### config.mk
export PLATFORM = sky130hd
export DESIGN_NAME = multi_cycle_ctrl
export DESIGN_NICKNAME = d
export VERILOG_FILES = /design/src/rtl/multi_cycle_ctrl.sv
export SDC_FILE = /design/constraint.sdc
export NUM_CORES = 1
export LEC_CHECK = 0
export ABC_AREA = 1
export CAP_MARGIN = 20
export CORE_MARGIN = 10
export CORE_UTILIZATION = 35
export CTS_BUF_LIST = sky130_fd_sc_hd__clkbuf_8
export DETAILED_ROUTE_END_ITERATION = 12
export PLACE_DENSITY_LB_ADDON = 0.25
export SYNTH_ARGS = -nofsm -noshare
export SYNTH_HDL_FRONTEND = slang
export SYNTH_SLANG_ARGS = --single-unit
### constraint.sdc
create_clock -name clk -period 1.1 [get_ports clk]
set_input_delay 0.11 -clock clk [delete_from_list [all_inputs] [get_ports clk]]
set_output_delay 0.11 -clock clk [all_outputs]
set_load 0.02 [all_outputs]
### src/rtl/multi_cycle_ctrl.sv
// Main control FSM for a multi-cycle MIPS datapath (fetch/decode/execute/memory/writeback).
// Define MULTI_CYCLE_CTRL_ADDI_EN to decode addi through ADDI_EX/ADDI_WB; otherwise addi is illegal.
module multi_cycle_ctrl (
    input  logic       clk,
    input  logic       rst_n,
    input  logic [5:0] opcode,
    input  logic       zero,
    input  logic       mem_ready,
    output logic       pc_en,
    output logic       pc_write,
    output logic       pc_write_cond,
    output logic       i_or_d,
    output logic       mem_read,
    output logic       mem_write,
    output logic       ir_write,
    output logic       mem_to_reg,
    output logic       reg_dst,
    output logic       reg_write,
    output logic       alu_src_a,
    output logic [1:0] alu_src_b,
    output logic [1:0] alu_op,
    output logic [1:0] pc_source,
    output logic       illegal_op,
    output logic [3:0] state
);

    localparam logic [5:0] OP_R    = 6'b000000;
    localparam logic [5:0] OP_LW   = 6'b100011;
    localparam logic [5:0] OP_SW   = 6'b101011;
    localparam logic [5:0] OP_BEQ  = 6'b000100;
    localparam logic [5:0] OP_J    = 6'b000010;
`ifdef MULTI_CYCLE_CTRL_ADDI_EN
    localparam logic [5:0] OP_ADDI = 6'b001000;
`endif

    typedef enum logic [3:0] {
        FETCH    = 4'd0,
        DECODE   = 4'd1,
        MEMADR   = 4'd2,
        MEMRD    = 4'd3,
        MEMWB    = 4'd4,
        MEMWR    = 4'd5,
        EXEC     = 4'd6,
        RTYPE_WB = 4'd7,
        BRANCH   = 4'd8,
        JUMP     = 4'd9
`ifdef MULTI_CYCLE_CTRL_ADDI_EN
        ,
        ADDI_EX  = 4'd10,
        ADDI_WB  = 4'd11
`endif
    } state_t;

    state_t cur_state;
    state_t next_state;
    state_t view_state;

    always_ff @(posedge clk) begin
        if (!rst_n) begin
            cur_state <= FETCH;
        end else begin
            cur_state <= next_state;
        end
    end

    // While in reset the decoder sees FETCH so selects show FETCH values.
    assign view_state = rst_n ? cur_state : FETCH;
    assign state      = view_state;

    always_comb begin
        next_state    = FETCH;
        pc_write      = 1'b0;
        pc_write_cond = 1'b0;
        i_or_d        = 1'b0;
        mem_read      = 1'b0;
        mem_write     = 1'b0;
        ir_write      = 1'b0;
        mem_to_reg    = 1'b0;
        reg_dst       = 1'b0;
        reg_write     = 1'b0;
        alu_src_a     = 1'b0;
        alu_src_b     = 2'b00;
        alu_op        = 2'b00;
        pc_source     = 2'b00;
        illegal_op    = 1'b0;

        case (view_state)
            FETCH: begin
                mem_read   = 1'b1;
                alu_src_b  = 2'b01;
                ir_write   = mem_ready;
                pc_write   = mem_ready;
                next_state = mem_ready ? DECODE : FETCH;
            end
            DECODE: begin
                alu_src_b = 2'b11;
                case (opcode)
                    OP_LW, OP_SW: next_state = MEMADR;
                    OP_R:         next_state = EXEC;
                    OP_BEQ:       next_state = BRANCH;
                    OP_J:         next_state = JUMP;
`ifdef MULTI_CYCLE_CTRL_ADDI_EN
                    OP_ADDI:      next_state = ADDI_EX;
`endif
                    default: begin
                        illegal_op = 1'b1;
                        next_state = FETCH;
                    end
                endcase
            end
            MEMADR: begin
                alu_src_a  = 1'b1;
                alu_src_b  = 2'b10;
                next_state = (opcode == OP_LW) ? MEMRD : MEMWR;
            end
            MEMRD: begin
                mem_read   = 1'b1;
                i_or_d     = 1'b1;
                next_state = mem_ready ? MEMWB : MEMRD;
            end
            MEMWB: begin
                reg_write  = 1'b1;
                mem_to_reg = 1'b1;
                next_state = FETCH;
            end
            MEMWR: begin
                mem_write  = 1'b1;
                i_or_d     = 1'b1;
                next_state = mem_ready ? FETCH : MEMWR;
            end
            EXEC: begin
                alu_src_a  = 1'b1;
                alu_op     = 2'b10;
                next_state = RTYPE_WB;
            end
            RTYPE_WB: begin
                reg_write  = 1'b1;
                reg_dst    = 1'b1;
                next_state = FETCH;
            end
            BRANCH: begin
                alu_src_a     = 1'b1;
                alu_op        = 2'b01;
                pc_write_cond = 1'b1;
                pc_source     = 2'b01;
                next_state    = FETCH;
            end
            JUMP: begin
                pc_write   = 1'b1;
                pc_source  = 2'b10;
                next_state = FETCH;
            end
`ifdef MULTI_CYCLE_CTRL_ADDI_EN
            ADDI_EX: begin
                alu_src_a  = 1'b1;
                alu_src_b  = 2'b10;
                next_state = ADDI_WB;
            end
            ADDI_WB: begin
                reg_write  = 1'b1;
                next_state = FETCH;
            end
`endif
            default: next_state = FETCH;
        endcase

        if (!rst_n) begin
            pc_write      = 1'b0;
            pc_write_cond = 1'b0;
            ir_write      = 1'b0;
            mem_read      = 1'b0;
            mem_write     = 1'b0;
            reg_write     = 1'b0;
            illegal_op    = 1'b0;
        end
    end

    assign pc_en = pc_write | (pc_write_cond & zero);

endmodule

==> flow_summary.yaml, run 1 <==
run_status:
  outcome: "did not finish"
  stop_stage: "clock tree synthesis (4_1_cts)"
  first-error: "[ERROR DPL-0038] Utilization greater than 100%, impossible to legalize"
yosys:
  synth_area_sq_um: 455
  post_synth_most_frequent_cells: "25 x sky130_fd_sc_hd__inv_1, 25 x sky130_fd_sc_hd__nand2_1, 21 x sky130_fd_sc_hd__nor2_1, 11 x sky130_fd_sc_hd__nand3_1, 4 x sky130_fd_sc_hd__dfxtp_1"
  post_synth_num_cell_types: 13
  synth.yosys.warnings: 0
  synth_largest_area_cell: "sky130_fd_sc_hd__inv_1"
  share_of_yosys_cell_area_claimed_by_the_top_area_cell_type: 0.206
  dominantRegCellSynth: "sky130_fd_sc_hd__dfxtp_1"
  synth_adder_area_share: 0
  asyncSetResetFlopFracSynth: 0
  synthesis.area_per_instance_sq_um: 4.79
  synth-compound-area-share: 0.0632
  dominant_combinational_cell_family_by_area_after_synthesis: "simple AND/OR/NAND/NOR gates"
  portion_of_the_post_synthesis_area_used_by_sequential_elements: 0.176
  synthXorXnorAreaFrac: 0
  synth-edff-count: 0
  synth_top_cells_by_area: "sky130_fd_sc_hd__inv_1 21%, sky130_fd_sc_hd__nand2_1 21%, sky130_fd_sc_hd__dfxtp_1 18%"
  synth-simple-area-share: 0.555
  synth_fp_nets: 105
  post_synth_mux_area_share: 0
  post_synthesis_sequential_element_count: 4
  syn-instance-count: 95
placement:
  portBuffers: 31
  routabilityCongestion: 0.827
  place_ws_ns: -1.04
  dpl-instance-area_sq_um: 1000
  dp_hpwl_um: 1860
cts:
  cts-resized-gates: 195
  cts_h_tree_lvls: 1
  cts-hold-fix-buffers: 0
  cts_setup_buffers: 10
  cts_root_buf: "sky130_fd_sc_hd__clkbuf_8"
  max_root_sink_buffers: 2
  cts.sink_count: 4
  cts_inserted_buffers: 3
floorplan:
  floorplan.die.width_um: 56.1
  die_height_um: 56.1
  initial_core_util: 0.389
  core.rowCount: 12
  ioPinCount: 32
-- kinds of logic after synthesis --
family                 Yosys count
DFF                              4
buffers and inverters           25
AOI/OAI and AO/OA                5
and+or+nand+nor                 61
-- metrics by stage --
| stage | hold slack [ns] | std cells |
|---|---|---|
| 2_1_floorplan | 0.243 | 95 |
| 3_3_place_gp | 0.773 | 167 |
| 3_5_place_dp | 0.770 | 167 |
==> run 2: changes to the inputs <==
--- a/config.mk
+++ b/config.mk
@@ -7,11 +7,10 @@
 export LEC_CHECK = 0
 export ABC_AREA = 1
 export CAP_MARGIN = 20
-export CORE_MARGIN = 10
-export CORE_UTILIZATION = 35
-export CTS_BUF_LIST = sky130_fd_sc_hd__clkbuf_8
+export CORE_AREA = 10 10 71 73
 export DETAILED_ROUTE_END_ITERATION = 12
-export PLACE_DENSITY_LB_ADDON = 0.25
+export DIE_AREA = 0 0 81 83
+export PLACE_DENSITY_LB_ADDON = 0.15
 export SYNTH_ARGS = -nofsm -noshare
 export SYNTH_HDL_FRONTEND = slang
 export SYNTH_SLANG_ARGS = --single-unit
==> flow_summary.yaml, run 2 <==
route:
  ant_nets: 0
  drt_iter0_markers: 37
  drt_wl_total_um: 2490
  detail_route.drc_violations: 0
  drtPass1Iterations: 3
  vias: 846
  drt-vias-per-instance: 3.88
  detail_route.wl_per_cell_um: 11.4
job:
  maxCapViolations: 0
pwr:
  seq_power_share: 0.223
  clock_power_share: 0.445
  max-vdd-ir-drop_uv: 355
  static-leakage-power_nw: 0.791
  switching_power_w: 0.000182
  total_power_w: 0.000675
  cell_internal_pwr_w: 0.000494
  power_per_cell_area_mw_per_mm2: 455
  netSwitchingFraction: 0.269
  comb_power_share: 0.332
run_status:
  violations_in_the_final_reports: "setup timing"
  outcome: "finished, violations left"
cells_and_area:
  areaGrowthSynthToFinish_pct: 226
  antennaDiodeCount: 0
  final_cell_area_sq_mm: 0.00148
  final_util: 0.408
  commonest_non_fill_non_tap_cell_in_the_layout: "sky130_fd_sc_hd__buf_4"
  post_layout_net_count: 182
  fillers: 380
  fin_cells: 218
  largest-register: "cur_state"
  seq_area_sq_um: 87.6
  largestRegisters: "cur_state x4"
  layout-drive-gt1-share: 0.718
  combined_area_of_the_multi_input_logic_cells_sq_um: 531
  largest_register_ffs: 4
  layout_common_cells: "35 x sky130_fd_sc_hd__buf_4, 27 x sky130_fd_sc_hd__buf_6, 14 x sky130_fd_sc_hd__inv_1"
yosys:
  synth_largest_area_cell: "sky130_fd_sc_hd__inv_1"
  synth-edff-count: 0
  synth_adder_area_share: 0
  synthXorXnorAreaFrac: 0
  synth_fp_nets: 105
  dominant_combinational_cell_family_by_area_after_synthesis: "simple AND/OR/NAND/NOR gates"
  post_synth_most_frequent_cells: "25 x sky130_fd_sc_hd__inv_1, 25 x sky130_fd_sc_hd__nand2_1, 21 x sky130_fd_sc_hd__nor2_1, 11 x sky130_fd_sc_hd__nand3_1, 4 x sky130_fd_sc_hd__dfxtp_1"
  synth_top_cells_by_area: "sky130_fd_sc_hd__inv_1 21%, sky130_fd_sc_hd__nand2_1 21%, sky130_fd_sc_hd__dfxtp_1 18%"
  post_synthesis_sequential_element_count: 4
  share_of_yosys_cell_area_claimed_by_the_top_area_cell_type: 0.206
  synth-simple-area-share: 0.555
  asyncSetResetFlopFracSynth: 0
  syn-instance-count: 95
  post_synth_mux_area_share: 0
  synth-compound-area-share: 0.0632
  dominantRegCellSynth: "sky130_fd_sc_hd__dfxtp_1"
  synthesis.area_per_instance_sq_um: 4.79
  synth.yosys.warnings: 0
  synth_area_sq_um: 455
  post_synth_num_cell_types: 13
  portion_of_the_post_synthesis_area_used_by_sequential_elements: 0.176
timing:
  postLayoutSetupSlackWorst_ns: -0.267
  period_share: 1.24
  timing.final.max_slew_violations: 0
  setup-tns-final_ns: -3.90
  fin_skew_ns: 0.00443
  hold_violations: 0
  slew_headroom: 0.803
  final_worst_path_period_need_ns: 1.37
  grt_setup_unrepaired: "true"
  worst-slew-pin-transition_ns: 0.295
  achievable-frequency_mhz: 731
  finalSetupViolations: 21
floorplan:
  floorplan.die.width_um: 81
  core-area_sq_mm: 0.00363
  fp.dieArea_sq_mm: 0.00672
  core.rowCount: 22
  initial_core_util: 0.125
  die_height_um: 83
  ioPinCount: 32
setup_path:
  required_ns: 0.99
  worst-path-max-fanout: 5
  critical_path_class: "flip-flop to output port"
  cp-end-kind: "output port"
  critical_path.reg2reg.startpoint: "cur_state[2]"
  worstSetupStartpointType: "flip-flop"
  cp.arrival_ns: 1.26
  setup.worst_path.start: "cur_state[2]"
cts:
  clock_latency_on_the_worst_skew_pair_ns: 0.21
  cts_root_buf: "sky130_fd_sc_hd__clkbuf_8"
  cts_tree: "done"
  cts_h_tree_lvls: 1
  cts_inserted_buffers: 3
  worst_setup_hold_path_clk_slew_ns: 0.03
  cts-hold-fix-buffers: 0
  max_root_sink_buffers: 2
  cts.sink_count: 4
global_route:
  grt_remaining_overflow: 0
  antenna_violations_before_repair: 0
  grt_first_pass_wirelength_um: 4000
  grt_start_max_net_pins: 7
  gr-usage-all-layers: 0.0709
  vias_in_the_first_global_route: 909
worst_hold_path:
  min-delay-start: "opcode[4]"
  min-delay-path-class: "input pin to flip-flop"
placement:
  dp_hpwl_um: 1900
  portBuffers: 31
  routabilityCongestion: 0.828
  post-place-cells: 205
  dpl-instance-area_sq_mm: 0.00107
run 2: metal layers:
| metal | GRT usage | vias up | wire length, um |
|---|---|---|---|
| li1 | - | 434 | - |
| met1 | 0.0697 | 382 | 912 |
| met2 | 0.127 | 26 | 1280 |
| met3 | 0.0259 | 4 | 254 |
| met4 | 0.0313 | 0 | 42 |
| met5 | 0 | - | 0 |
run 2: power by group through the flow:
stage	combinational, W	sequential, W	clock (W)
3_5_place_dp	0.000185	0.000152	0
6_report	0.000224	0.000150	0.000301
5_1_grt	0.000243	0.000151	0.000317
3_3_place_gp	0.000185	0.000153	0
2_1_floorplan	0.0000639	0.000152	0
4_1_cts	0.000211	0.000150	0.000312
run 2: repair_timing:
action / 4_1_cts / 5_1_grt
buffers inserted: 7 / 3
pin swaps: 18 / 14
gates resized for setup: 199 / 30
gates cloned: 0 / 0
setup endpoints to repair: 26 / 25
run 2: kinds of logic (layout without fill, tap and decap cells):
family | count (synthesis) | after routing
compound gates | 5 | 5
flops | 4 | 4
buf+inv | 25 | 100
simple gates | 61 | 61
run 2: worst paths after layout:
path         slack (ns)      endpoint  cells after the start
max               -0.27        i_or_d                      5
min                0.58  cur_state[2]                      6
max reg2reg       -0.17  cur_state[0]                      8
min reg2reg        0.59  cur_state[3]                      3
run 2: stage by stage:
step / hold slack [ns] / setup slack, ns
finish: 0.580 / -0.267
detailed placement: 0.696 / -1.00
global placement: 0.719 / -1.06
CTS: 0.592 / -0.247
global route: 0.616 / -0.312
floorplan: 0.243 / -0.0256
run 2: area by class of cell:
cell class                 instances  share of cell area
timing repair buffer              72               0.444
multi-input combinational         66               0.358
inverter                          25              0.0717
sequential                         4              0.0590
tap                               48              0.0405
clock buffer                       3              0.0278
run 2: worst max-delay path, stage by stage (launching register included):
cell,delay [ns]
sky130_fd_sc_hd__dfxtp_2,0.35
sky130_fd_sc_hd__nand2_4,0.08
sky130_fd_sc_hd__nor2_4,0.18
sky130_fd_sc_hd__clkinv_4,0.13
sky130_fd_sc_hd__o22ai_4,0.16
sky130_fd_sc_hd__buf_6,0.14
Note: power is estimated with default switching activity, not from simulation.
==> run 3: changes to the inputs <==
--- a/config.mk
+++ b/config.mk
@@ -10,6 +10,7 @@
 export CORE_AREA = 10 10 71 73
 export DETAILED_ROUTE_END_ITERATION = 12
 export DIE_AREA = 0 0 81 83
+export DONT_BUFFER_PORTS = 1
 export PLACE_DENSITY_LB_ADDON = 0.15
 export SYNTH_ARGS = -nofsm -noshare
 export SYNTH_HDL_FRONTEND = slang
==> flow_summary.yaml, run 3 (synthesis results as in run 2) <==
setup_path:
  timing.critical_path.max_delay_family: "flip-flops"
  cp_cell_sequence: "nand2_4, nor2_4, inv_4, o22ai_2, buf_6"
  cp-end-kind: "output port"
  crit_buf_inv: 2
  critical_path_class: "flip-flop to output port"
  reg2reg_depth: 9
  setup.worst_path.start: "cur_state[2]"
  critical_path.slowest_cell: "sky130_fd_sc_hd__dfxtp_2"
  critical_path.reg2reg.startpoint: "cur_state[1]"
  cp.arrival_ns: 1.20
  setup.reg_to_reg.worst_slack_ns: -0.10
  worst-path-max-fanout: 5
  crit-reg2reg-capture: "cur_state[0]"
  worstSetupStartpointType: "flip-flop"
  critical_path_depth: 5
  required_ns: 0.99
  timing.critical_path.slowest_cell_delay_ns: 0.35
timing:
  achievable-frequency_mhz: 761
  grt_setup_unrepaired: "true"
  period_share: 1.19
  worst-slew-pin-transition_ns: 0.415
  slew_headroom: 0.720
  hold_ws_ns: 0.0345
  hold_violations: 0
  timing.final.max_slew_violations: 0
  postLayoutSetupSlackWorst_ns: -0.214
  finalSetupViolations: 23
  fin_skew_ns: 0.000452
  final_worst_path_period_need_ns: 1.31
floorplan:
  ioPinCount: 32
  die_height_um: 83
  fp.dieArea_sq_mm: 0.00672
  floorplan.die.width_um: 81
  core-area_sq_mm: 0.00363
  core.rowCount: 22
  initial_core_util: 0.125
global_route:
  grt_start_max_net_pins: 8
  grt_remaining_overflow: 0
  gr-usage-all-layers: 0.0639
  antenna_violations_before_repair: 0
  vias_in_the_first_global_route: 738
  grt_first_pass_wirelength_um: 3450
placement:
  portBuffers: 0
  dp_hpwl_um: 1700
  place_ws_ns: -0.115
  routabilityCongestion: 0.795
job:
  maxCapViolations: 0
cts:
  max_root_sink_buffers: 2
  cts_h_tree_lvls: 1
  cts.sink_count: 4
  clock_latency_on_the_worst_skew_pair_ns: 0.22
  cts_inserted_buffers: 3
  worst_setup_hold_path_clk_slew_ns: 0.03
  cts-hold-fix-buffers: 0
  cts_root_buf: "sky130_fd_sc_hd__clkbuf_8"
  cts_tree: "done"
route:
  drt-vias-per-instance: 3.96
  ant_nets: 0
  drt_wl_total_um: 2170
  drtPass1Iterations: 3
  drt_iter0_markers: 12
  detail_route.wl_per_cell_um: 11.8
  vias: 729
  detail_route.drc_violations: 0
worst_hold_path:
  min-delay-path-class: "input pin to flip-flop"
  min_to: "cur_state[2]"
  min-delay-start: "mem_ready"
  hold_depth: 2
cells_and_area:
  largestRegisters: "cur_state x4"
  layout-drive-gt1-share: 0.713
  areaGrowthSynthToFinish_pct: 166
  antennaDiodeCount: 0
  post_layout_net_count: 148
  largest-register: "cur_state"
  commonest_non_fill_non_tap_cell_in_the_layout: "sky130_fd_sc_hd__buf_4"
  layout_common_cells: "22 x sky130_fd_sc_hd__buf_4, 16 x sky130_fd_sc_hd__buf_6, 13 x sky130_fd_sc_hd__nand2_4"
  largest_register_ffs: 4
pwr:
  power_per_cell_area_mw_per_mm2: 502
  static-leakage-power_nw: 0.639
  max-vdd-ir-drop_uv: 211
run_status:
  outcome: "finished, violations left"
  violations_in_the_final_reports: "setup timing"
-- run 3: what timing repair did --
| action | in CTS | in global routing |
|---|---|---|
| gates resized for setup | 79 | 30 |
| setup endpoints to repair | 21 | 24 |
| setup buffers | 6 | 8 |
| pin swaps | 20 | 17 |
| gates cloned | 0 | 0 |
-- run 3: metal layers --
metal / GRT usage / routed length, um / vias up
met5: 0 / 0 / -
met4: 0.0376 / 52 / 0
met3: 0.0259 / 242 / 5
met2: 0.106 / 1090 / 27
met1: 0.0648 / 786 / 330
li1: - / - / 367
-- run 3: per-stage QoR --
step           cells   util  power, W  setup TNS (ns)  area, sq um
2_1_floorplan     95      -  0.000216         -0.0305          469
3_3_place_gp     168  0.197  0.000247           -1.15          717
3_5_place_dp     168  0.197  0.000247          -0.917          717
4_1_cts          176  0.288  0.000591           -3.07         1050
5_1_grt          184  0.334  0.000635           -4.47         1210
6_report         184  0.334  0.000609           -3.31         1210
-- run 3: how the worst max path moves through the flow --
stage / endpoint / slack (ns)
3_5_place_dp: illegal_op / -0.11
6_report: i_or_d / -0.21
4_1_cts: reg_write / -0.22
2_1_floorplan: illegal_op / -0.03
5_1_grt: illegal_op / -0.25
3_3_place_gp: mem_read / -0.13
-- run 3: power by group --
part | internal [W] | switching, W
clock | 0.000233 | 0.0000785
sequential | 0.000147 | 0.00000277
combinational | 0.0000621 | 0.0000855
total | 0.000443 | 0.000167
-- run 3: layout make-up --
type                            count  area, sq um
Multi-Input combinational cell     66          558
Clock buffer                        3         41.3
Timing Repair Buffer               38          345
Inverter                           25          121
Tap cell                           48         60.1
Sequential cell                     4         87.6
Fill cell                         381         2420
-- run 3: worst register-to-register path, stage by stage (launching register included) --
cell and delay [ns]:
sky130_fd_sc_hd__dfxtp_4 0.35, sky130_fd_sc_hd__nand2_4 0.09, sky130_fd_sc_hd__nand2_4 0.07, sky130_fd_sc_hd__nor2_4 0.16, sky130_fd_sc_hd__buf_6 0.13, sky130_fd_sc_hd__buf_4 0.09
sky130_fd_sc_hd__nand2_1 0.04, sky130_fd_sc_hd__nand2_1 0.05, sky130_fd_sc_hd__inv_1 0.03, sky130_fd_sc_hd__a21oi_1 0.11
==> run 4: changes to the inputs <==
==> constraint.sdc (replaced) <==
create_clock -name clk -period 1.1 [get_ports clk]
set_input_delay 0.22 -clock clk [delete_from_list [all_inputs] [get_ports clk]]
set_output_delay 0.22 -clock clk [all_outputs]
set_load 0.02 [all_outputs]
==> flow_summary.yaml, run 4 (synthesis results as in run 2) <==
run_status:
  outcome: "finished, violations left"
  violations_in_the_final_reports: "setup timing"
setup_path:
  critical_path_class: "flip-flop to output port"
  critical_path.reg2reg.startpoint: "cur_state[3]"
  crit-reg2reg-capture: "cur_state[0]"
  worstSetupStartpointType: "flip-flop"
  worst-path-max-fanout: 3
  cp-end-kind: "output port"
  cp.arrival_ns: 1.18
  reg2reg_depth: 8
  setup.reg_to_reg.worst_slack_ns: -0.13
  required_ns: 0.88
timing:
  fin_skew_ns: 0.00118
  grt_setup_unrepaired: "true"
  hold_violations: 0
  worst-slew-pin-transition_ns: 0.407
  period_share: 1.27
  hold_ws_ns: 0.197
  postLayoutSetupSlackWorst_ns: -0.300
  slew_headroom: 0.725
  timing.final.max_slew_violations: 0
  setup-tns-final_ns: -5.41
  finalSetupViolations: 23
  final_worst_path_period_need_ns: 1.40
  achievable-frequency_mhz: 714
cells_and_area:
  areaGrowthSynthToFinish_pct: 181
  post_layout_net_count: 149
  layout-drive-gt1-share: 0.715
  fillers: 389
  largest_register_ffs: 4
  antennaDiodeCount: 0
  largestRegisters: "cur_state x4"
  final_util: 0.353
  layout_common_cells: "20 x sky130_fd_sc_hd__buf_4, 19 x sky130_fd_sc_hd__buf_6, 11 x sky130_fd_sc_hd__nor2_4"
  commonest_non_fill_non_tap_cell_in_the_layout: "sky130_fd_sc_hd__buf_4"
  largest-register: "cur_state"
route:
  ant_nets: 0
  drt_wl_total_um: 2410
  detail_route.wl_per_cell_um: 13.0
  vias: 727
  drt-vias-per-instance: 3.93
  detail_route.drc_violations: 0
  drtPass1Iterations: 4
  drt_iter0_markers: 91
floorplan:
  core.rowCount: 22
  die_height_um: 83
  floorplan.die.width_um: 81
  ioPinCount: 32
  initial_core_util: 0.125
  core-area_sq_mm: 0.00363
  fp.dieArea_sq_mm: 0.00672
pwr:
  comb_power_share: 0.242
  power_per_cell_area_mw_per_mm2: 466
  clock_power_share: 0.514
  max-vdd-ir-drop_uv: 317
  switching_power_w: 0.000162
  seq_power_share: 0.244
  netSwitchingFraction: 0.271
  cell_internal_pwr_w: 0.000435
  static-leakage-power_nw: 0.605
job:
  maxCapViolations: 0
cts:
  cts_h_tree_lvls: 1
  clock_latency_on_the_worst_skew_pair_ns: 0.22
  cts_inserted_buffers: 3
  max_root_sink_buffers: 2
  worst_setup_hold_path_clk_slew_ns: 0.03
  cts-hold-fix-buffers: 0
  cts_root_buf: "sky130_fd_sc_hd__clkbuf_8"
  cts_tree: "done"
  cts.sink_count: 4
worst_hold_path:
  min-delay-start: "rst_n"
  hold_depth: 2
  min-delay-path-class: "input pin to flip-flop"
  min_to: "cur_state[0]"
global_route:
  gr-usage-all-layers: 0.0694
  grt_remaining_overflow: 0
  grt_start_max_net_pins: 8
  vias_in_the_first_global_route: 779
  antenna_violations_before_repair: 0
  grt_first_pass_wirelength_um: 3750
placement:
  place_ws_ns: -0.189
  portBuffers: 0
  dp_hpwl_um: 1700
  routabilityCongestion: 0.733
## run 4: cell count changes in the layout (fill, tap and decap cells not counted), moves of 3 or more
cell | previous run | this run
sky130_fd_sc_hd__inv_4 | 11 | 6
sky130_fd_sc_hd__nand2_4 | 13 | 9
sky130_fd_sc_hd__nand2_8 | 0 | 4
sky130_fd_sc_hd__buf_6 | 16 | 19
sky130_fd_sc_hd__inv_2 | 2 | 5
sky130_fd_sc_hd__inv_6 | 0 | 3
## run 4: metal layers
layer,up-vias,global-route usage,share of wire
met1,332,0.0727,0.39
met2,23,0.119,0.53
met4,0,0.00939,0
li1,372,-,-
met3,0,0.0399,0.085
met5,-,0,0
## run 4: worst max path at each step
stage | from | to | depth (start not counted)
global placement | cur_state[0] | illegal_op | 4
finish | cur_state[1] | reg_dst | 6
detailed placement | cur_state[3] | illegal_op | 5
global route | cur_state[1] | reg_dst | 6
floorplan | cur_state[0] | mem_read | 6
CTS | cur_state[3] | pc_en | 5
## run 4: layout make-up
cell class	instances	area (sq um)	area share
Multi-Input combinational cell	66	592	0.462
Timing Repair Buffer	39	364	0.284
Inverter	25	131	0.103
Sequential cell	4	92.6	0.0723
Tap cell	48	60.1	0.0469
Clock buffer	3	41.3	0.0322
## run 4: power groups by stage
stage          sequential, W  combinational (W)  clock, W
6_report            0.000146           0.000144  0.000307
5_1_grt             0.000146           0.000158  0.000336
4_1_cts             0.000145           0.000136  0.000314
3_5_place_dp        0.000153           0.000102         0
3_3_place_gp        0.000153           0.000101         0
2_1_floorplan       0.000153          0.0000723         0
## run 4: critical path: stages, from the launching register on
cell	delay, ns
sky130_fd_sc_hd__dfxtp_4	0.37
sky130_fd_sc_hd__inv_2	0.06
sky130_fd_sc_hd__nor2_4	0.12
sky130_fd_sc_hd__inv_2	0.06
sky130_fd_sc_hd__buf_6	0.13
sky130_fd_sc_hd__nor2_4	0.10
sky130_fd_sc_hd__buf_6	0.12
## run 4: timing repair
action                                 in CTS  in global routing
resized for setup                          73                 30
setup endpoints to repair                  25                 25
cloned                                      0                  0
pin swaps                                  16                 19
buffers inserted                           12                  7
endpoints found under the hold margin       0                  0
## run 4: stage by stage
stage | std cells | area, sq um | total power, W
6_report | 185 | 1280 | 0.000597
5_1_grt | 185 | 1280 | 0.000639
4_1_cts | 181 | 1130 | 0.000595
3_5_place_dp | 167 | 768 | 0.000255
3_3_place_gp | 167 | 768 | 0.000254
2_1_floorplan | 95 | 528 | 0.000225
